### config.mk
export PLATFORM = sky130hd
export DESIGN_NAME = fifo_rd_stream
export DESIGN_NICKNAME = d
export VERILOG_FILES = /design/src/rtl/fifo_pkg.sv /design/src/rtl/fifo_rd_skid.sv /design/src/rtl/fifo_rd_stream.sv
export SDC_FILE = /design/constraint.sdc
export NUM_CORES = 1
export LEC_CHECK = 0
export ABC_AREA = 0
export BUFFER_PORTS_ARGS = -buffer_cell sky130_fd_sc_hd__buf_4
export CAP_MARGIN = 20
export CORE_MARGIN = 2
export CORE_UTILIZATION = 56
export CTS_CLUSTER_SIZE = 10
export DETAILED_ROUTE_END_ITERATION = 12
export GPL_TIMING_DRIVEN = 0
export PLACE_DENSITY = 0.79
export SLEW_MARGIN = 10
export SYNTH_ARGS = -nofsm -noshare
export SYNTH_HDL_FRONTEND = slang
export SYNTH_SLANG_ARGS = --single-unit
### constraint.sdc
create_clock -name clk -period 2.4 [get_ports clk]
set_clock_uncertainty 0.1 [all_clocks]
set_input_delay 0.36 -clock clk [delete_from_list [all_inputs] [get_ports clk]]
set_output_delay 0.36 -clock clk [all_outputs]
set_load 0.005 [all_outputs]
### src/rtl/fifo_pkg.sv
// Shared FIFO word type and default widths used by the FIFO, its interface
// and the read-side stream adapter.
package fifo_pkg;

   localparam int FIFO_WIDTH_DEFAULT = 16;
   localparam int FIFO_DEPTH_DEFAULT = 16;
   localparam int SKID_DEPTH_DEFAULT = 3;
   localparam int CNT_WIDTH_DEFAULT  = 32;

   typedef logic [FIFO_WIDTH_DEFAULT-1:0] fifo_word_t;

endpackage

### src/rtl/fifo_rd_skid.sv
// Small circular skid buffer: push at wr_ptr, pop at rd_ptr, occupancy count.
// The caller guarantees no push when full and no pop when empty.
module fifo_rd_skid
   import fifo_pkg::*;
#(
   parameter int W     = FIFO_WIDTH_DEFAULT,
   parameter int DEPTH = SKID_DEPTH_DEFAULT,
   localparam int PW   = $clog2(DEPTH),
   localparam int OW   = $clog2(DEPTH + 1)
) (
   input  logic          clk,
   input  logic          rst,
   input  logic          clear,
   input  logic          push,
   input  logic [W-1:0]  push_data,
   input  logic          pop,
   output logic [W-1:0]  head,
   output logic [OW-1:0] occ
);

   logic [W-1:0]  mem [DEPTH];
   logic [PW-1:0] wr_ptr;
   logic [PW-1:0] rd_ptr;

   // pointers wrap at DEPTH, which need not be a power of two
   function automatic logic [PW-1:0] ptr_inc(input logic [PW-1:0] p);
      return (p == PW'(DEPTH - 1)) ? '0 : p + PW'(1);
   endfunction

   assign head = mem[rd_ptr];

   // pointer/occupancy update; storage is zeroed on reset so head reads 0
   always_ff @(posedge clk) begin
      if (rst) begin
         wr_ptr <= '0;
         rd_ptr <= '0;
         occ    <= '0;
         for (int i = 0; i < DEPTH; i++) mem[i] <= '0;
      end else if (clear) begin
         wr_ptr <= '0;
         rd_ptr <= '0;
         occ    <= '0;
      end else begin
         if (push) begin
            mem[wr_ptr] <= push_data;
            wr_ptr      <= ptr_inc(wr_ptr);
         end
         if (pop) rd_ptr <= ptr_inc(rd_ptr);
         case ({push, pop})
            2'b10:   occ <= occ + OW'(1);
            2'b01:   occ <= occ - OW'(1);
            default: occ <= occ;
         endcase
      end
   end

endmodule

### src/rtl/fifo_rd_stream.sv
// Read-side adapter for the synchronous FIFO: issues rd_en, absorbs the
// one-cycle data_out latency and presents a valid/ready stream from a skid
// buffer. rd_en depends only on registered state, never on m_ready.
// SKID_DEPTH must be at least 2; 3 is needed for one word per cycle.
module fifo_rd_stream
   import fifo_pkg::*;
#(
   parameter int FIFO_WIDTH = FIFO_WIDTH_DEFAULT,
   parameter int SKID_DEPTH = SKID_DEPTH_DEFAULT,
   parameter int CNT_WIDTH  = CNT_WIDTH_DEFAULT
) (
   input  logic                  clk,
   input  logic                  rst,
   input  logic                  flush,
   input  logic                  fifo_empty,
   input  logic                  fifo_underflow,
   input  logic [FIFO_WIDTH-1:0] fifo_data_out,
   output logic                  fifo_rd_en,
   output logic [FIFO_WIDTH-1:0] m_data,
   output logic                  m_valid,
   input  logic                  m_ready,
   output logic [CNT_WIDTH-1:0]  beat_count,
   output logic                  proto_err
);

   localparam int OW = $clog2(SKID_DEPTH + 1);
   localparam logic [OW:0] DEPTH_V = (OW + 1)'(SKID_DEPTH);

   logic [OW-1:0] occ;
   logic          inflight;
   logic [OW:0]   pending;
   logic          pop;

   // an in-flight word already owns a slot, so the buffer cannot overflow
   assign pending    = {1'b0, occ} + {{OW{1'b0}}, inflight};
   assign fifo_rd_en = !rst && !flush && !fifo_empty && (pending < DEPTH_V);

   assign m_valid = (occ != '0);
   assign pop     = m_valid && m_ready;

   fifo_rd_skid #(
      .W     (FIFO_WIDTH),
      .DEPTH (SKID_DEPTH)
   ) u_skid (
      .clk       (clk),
      .rst       (rst),
      .clear     (flush),
      .push      (inflight),
      .push_data (fifo_data_out),
      .pop       (pop),
      .head      (m_data),
      .occ       (occ)
   );

   // a read issued this cycle returns data next cycle (rd_en is 0 on flush)
   always_ff @(posedge clk) begin
      if (rst) inflight <= 1'b0;
      else     inflight <= fifo_rd_en;
   end

   // handshake counter, wraps naturally; flush leaves it alone
   always_ff @(posedge clk) begin
      if (rst)      beat_count <= '0;
      else if (pop) beat_count <= beat_count + CNT_WIDTH'(1);
   end

   // sticky underflow flag, cleared only by reset
   always_ff @(posedge clk) begin
      if (rst)                 proto_err <= 1'b0;
      else if (fifo_underflow) proto_err <= 1'b1;
   end

endmodule

Word-level counts from Yosys, hierarchy flattened
Memories as Yosys holds them, arrays and structs flattened. A register that Yosys moved wholly into a read port is not among the register bits.
Index checks and enable logic that the tools add are counted.
{ "word_totals": {"reg_bits": 40, "latch_bits": 0, "ramBits": 48, "romBits": 0, "inputBits": 22, "out_inout_bits": 51, "elab_cells": 43, "memories": 1} }
{ "memory_table": {"columns": ["name", "words", "word_bits", "rd", "rd_clocked_by_memory_dff", "wr", "line", "source"], "rows": [
  ["u_skid.mem", 3, 16, 1, 1, 3, "fifo_rd_skid.sv:21", "logic [W-1:0] mem [DEPTH];"]
]} }
{ "classes": {"addsub": 6, "mul": 0, "div": 0, "magnitude_cmp": 1, "n_eq_ne": 4, "n_shift": 0, "muxes": 14, "n_bitwise": 0, "reduce_logical": 11} }
{ "op_table": {"columns": ["cell", "n"], "rows": [
  ["adder 32 x 1 -> 32 bit (second input constant)", 1],
  ["two-way mux 16 bit", 1],
  ["OR reduction 16 bit", 1],
  ["two-way mux 2 bit", 5],
  ["two-way mux 1 bit", 7],
  ["adder 2 x 1 -> 2 bit (second input constant)", 3],
  ["== test 2 bit (second input constant)", 3],
  ["logical AND 1 bit", 4],
  ["case mux 2 bit (2 select lines)", 1],
  ["nonzero test 2 bit", 2],
  ["adder 2 x 1 -> 3 bit", 1],
  ["logical NOT 1 bit", 3],
  ["less-than comparator 3 x 2 -> 1 bit (second input constant)", 1],
  ["== test 2 x 1 -> 1 bit (second input constant)", 1],
  ["OR reduction 2 bit", 1],
  ["subtractor 2 x 1 -> 2 bit (second input constant)", 1]
]} }

Logic depth before layout (Yosys ltp)
{ "depth": {"ltp_word": 6, "ltp_mapped": 6} }

Modules after synthesis
Synthesis repeated with hierarchy kept, for this count alone.
{ "unflattened": {"cells_unflattened": 388, "area_unflattened_um2": 4735.8} }
{ "modules_own_cells": {"columns": ["module", "n_inst", "cells_each", "area_each_um2", "seq_area_each_um2"], "rows": [
  ["fifo_rd_skid", 1, 193, 3024.2, 2082.0],
  ["fifo_rd_stream", 1, 195, 1711.6, 680.7]
]} }

Worst setup path before layout
Ideal clock, no wire load.
{ "synth_timing": {"path_kind": "flip-flop to flip-flop", "start": "register u_skid.occ[0]", "end": "register u_skid.occ[1]", "setup_ps": 70, "t_arrival_ps": 1746, "required_ps": 2230, "slack_ps": 484, "path_stages_with_launch": 6, "synth_period_minus_slack_ps": 1916, "path_cell_list": "dfxtp_1 -> o21ai_0 -> inv_1 -> ha_1 -> or3_1 -> a21oi_1"} }
{ "synth_between": {"elab_chain_cells": 4, "elab_cells_between_ends": 8, "cone_classes": "add/sub: 2; eq/ne: 2; mux: 1; reduce/logical: 3"} }
{ "synth_lines": {"columns": ["item", "line", "source"], "rows": [
  ["start, declared", "fifo_rd_skid.sv:18", "output logic [OW-1:0] occ"],
  ["start signal, assigned", "fifo_rd_skid.sv:50", "2'b10: occ <= occ + OW'(1);"],
  ["start signal, assigned", "fifo_rd_skid.sv:51", "2'b01: occ <= occ - OW'(1);"],
  ["nonzero test 2 bit", "fifo_rd_stream.sv:38", "assign m_valid = (occ != '0);"],
  ["logical AND 1 bit", "fifo_rd_stream.sv:39", "assign pop = m_valid && m_ready;"],
  ["== test 2 x 1 -> 1 bit / == test 2 bit (equally long branches)", "fifo_rd_skid.sv:49", "case ({push, pop})"],
  ["case mux 2 bit (2 select lines) / nonzero test 2 bit (equally long branches)", null, null]
]} }
Parallel ways exist; a longest one is shown, timed or not.
A chain may end at the register's enable or synchronous reset.

Worst setup path after layout
{ "layout_timing": {"start": "register u_skid.occ[0]", "end": "output port fifo_rd_en"} }
{ "layout_between": {"elab_chain_cells": 3} }
{ "layout_lines": {"columns": ["item", "line", "source"], "rows": [
  ["adder 2 x 1 -> 3 bit", "fifo_rd_stream.sv:35", "assign pending = {1'b0, occ} + {{OW{1'b0}}, inflight};"],
  ["less-than comparator 3 x 2 -> 1 bit", "fifo_rd_stream.sv:36", "assign fifo_rd_en = !rst && !flush && !fifo_empty && (pending < DEPTH_V);"],
  ["logical AND 1 bit", "fifo_rd_stream.sv:36", null],
  ["end, declared", "fifo_rd_stream.sv:18", "output logic fifo_rd_en,"]
]} }
Every way passes these cells.

==> run metrics <==
run status=finished clean; clock slew at the register clock pins of the worst setup and hold paths=0.11 ns; worst voltage drop across the vdd grid=0.396 mV; Routed WL per cell=16.4 um; number of pins exceeding their max-slew limit in the final report=0; Final Cycle Share=95.5%; hold violation total from the final report=0; core outline area=0.00818 sq mm; final critical delay including setup and external delays=2.29 ns; mean instance size in the synthesized netlist=12.7 sq um; number of buffers inserted by post-CTS setup repair=0; Site Rows=33; total of endpoints with negative setup slack in the final report=0; Placed Cells=547; layout cell share with drive strength beyond 1=28.7%; buffer cell driving the clock tree root=sky130_fd_sc_hd__clkbuf_8; class of the most critical hold timing path=input port to register; number of maximum-capacitance violations=0; half-perimeter wire length after detailed placement=6.43 mm; top fanout value on the critical path=7; total number of yosys warnings=0; highest clock rate=437 MHz; initial antenna violation count=0; die height=95.6 um; total length of routed met3 wires=528 um; Pwr per Cell Area=569 mW/mm^2; Skew-Pair Late Insertion Delay=0.36 ns; register bit total from synthesis=106; critical path startpoint category=register; area grow syn2layout=18.7%; starting density of the core=57.5%; Setup CP Type=register to primary output; post-detailed-routing wire length=9.22 mm; sequential-to-total area share from yosys stat=58.8%; vias per std cell=5.78; TritonCTS sink count=106; Clock Path Buffers=2; Setup crit end kind=primary output; RePlAce Congestion=0.811; Hold-fix buffers, CTS=0; remaining global-route overflow=0; # H-tree levels=3; Die Width=95.6 um; 1st-pass router iterations=4; Worst Path Required=1.94 ns; number of fill cells=604; mapped cell area=0.00470 sq mm; worst-case headroom to the max-slew limit=34.1%; Inserted Clock Buffers=9; distinct cell type count after synthesis=41; Post-Syn Instances=370; Port-buffer cells=72; number of ports placed on the die boundary=73; Antenna diodes=0; unrepaired setup endpoints after global routing=no; vias in the first global route=2952; DRC violation count after routing=0; Synth Net Count=396; post-route met1 wirelength=3.93 mm; total routing resource utilization after global routing=20.7%; Met2 Routed Length=4.68 mm; number of standard cells in the layout, taps in and fillers out=562; count of vias placed by the detailed router=3250; starting DRC count in detailed routing=110; Die ar.=0.00914 sq mm; pre-CTS worst setup slack=-0.111 ns; final net count=478; slew at the pin closest to its max-slew limit=0.981 ns; worst-case setup margin in the final layout=0.109 ns; clock tree from TritonCTS=done; global-route wire length before repair=14.3 mm; static power due to leakage=2.10 nW; highest metal layer with signal wires=met4; pin count of the biggest net entering global routing=21; data arrival at the endpoint of the critical path=1.83 ns; remaining antenna violation count=0
-- cell type report --
class	count	area [sq um]	area share, %
clock inverters	7	67.6	1.21
multi-input cells	240	1820	32.7
repair buffers	72	541	9.69
clock buffers	9	124	2.22
plain buffers	17	105	1.89
flip-flops and latches	106	2760	49.6
well taps	105	131	2.36
inverters	6	22.5	0.404
-- path summary, 6_finish.rpt --
kind	from	endpoint	slack, ns	cells past startpoint
worst max-delay path	u_skid.occ[0]	fifo_rd_en	0.11	4
worst min-delay path	fifo_empty	inflight	0.08	2
worst max register to register	inflight	u_skid.mem[0][13]	0.15	3
worst min register to register	proto_err	proto_err	0.38	2
-- worst max-delay path, stage by stage (launching register included) --
cell	delay (ns)
sky130_fd_sc_hd__dfxtp_2	0.38
sky130_fd_sc_hd__ha_1	0.21
sky130_fd_sc_hd__ha_1	0.29
sky130_fd_sc_hd__a2111oi_2	0.41
sky130_fd_sc_hd__buf_4	0.18
-- where the power goes --
part           internal [mW]  total [mW]  leakage [nW]  switching [mW]
clock network          0.406        1.06        0.0993           0.656
logic                 0.0717       0.143          1.02          0.0711
registers               1.96        1.97         0.979          0.0125
-- registers in the layout, indices dropped and copies added, names as in the netlist, named ones only --
signal	count
beat_count	32
inflight	1
proto_err	1
u_skid.mem	64
u_skid.occ	2
u_skid.rd_ptr	2
u_skid.wr_ptr	2
-- through the flow --
step           TNS (ns)  instance area (sq um)  power [mW]  util, %  hold WS (ns)
6_report              0                   5580        3.17     68.2        0.0776
5_1_grt               0                   5580        3.27     68.2        0.0662
4_1_cts               0                   5580        3.19     68.2        0.0693
3_5_place_dp      -2.22                   5370        2.16     65.7         0.365
3_3_place_gp    -0.0895                   5370        2.15     65.7         0.354
2_1_floorplan         0                   4700        2.07        -         0.343
-- timing repair --
| item | in CTS | in global routing |
|---|---|---|
| setup endpoints to repair | 11 | 10 |
| cloned | 0 | 0 |
| gates resized for setup | 6 | 1 |
-- synthesized netlist by cell type (all sizes together) --
master   count  share of area (%)
nor4         8                1.8
mux2         7                1.7
nand3b       1               0.16
nand3        9               0.96
or4         12                1.9
or2          6               0.80
and2        49                6.5
nand2       16                1.3
o31ai       11                1.8
buf          8                1.3
nand4       10                1.8
nor2b        6               0.80
edfxtp      64                 41
nor2        26                2.1
nor3b        2               0.32
nor3         4               0.43
and4         4               0.75
xor2         6                1.1
or3          4               0.53
mux4        16                7.7
a21oi       20                2.1
and3         3               0.40
xnor2        6                1.1
dfxtp       42                 18
clkbuf      10               0.80
o211a        1               0.21
ha           4                1.1
o21ai        5               0.53
o211ai       1               0.27
nor4b        1               0.19
a2111oi      2               0.37
inv          6               0.48
-- logic make-up (layout without fill, tap and decap cells) --
logic type / Yosys count / count (layout) / share of synthesized area (%)
multiplexers: 23 / 23 / 9.35
AND/OR/NAND/NOR: 161 / 161 / 20.7
buffers and inverters: 24 / 111 / 2.58
XOR/XNOR: 12 / 12 / 2.24
adder cells (fa/ha/maj): 4 / 4 / 1.07
flip-flops: 106 / 106 / 58.8
AO/OA/AOI/OAI: 40 / 40 / 5.27
-- placed cells by master (no fill, tap or decap), drive strengths merged, types with 11 or more instances in the layout --
| master | synthesis | routed |
|---|---|---|
| buf | 8 | 79 |
| a21oi | 20 | 20 |
| dfxtp | 42 | 42 |
| nand2 | 16 | 16 |
| or4 | 12 | 12 |
| mux4 | 16 | 16 |
| edfxtp | 64 | 64 |
| and2 | 49 | 49 |
| clkbuf | 10 | 19 |
| o31ai | 11 | 11 |
| nor2 | 26 | 26 |
-- routing by layer --
layer  vias up  track usage (%)
li1       1535                -
met1      1609             26.6
met2        98             35.5
met3         8             4.03
met4         0             6.19
met5         -                0
(Power assumes the default switching activity.)
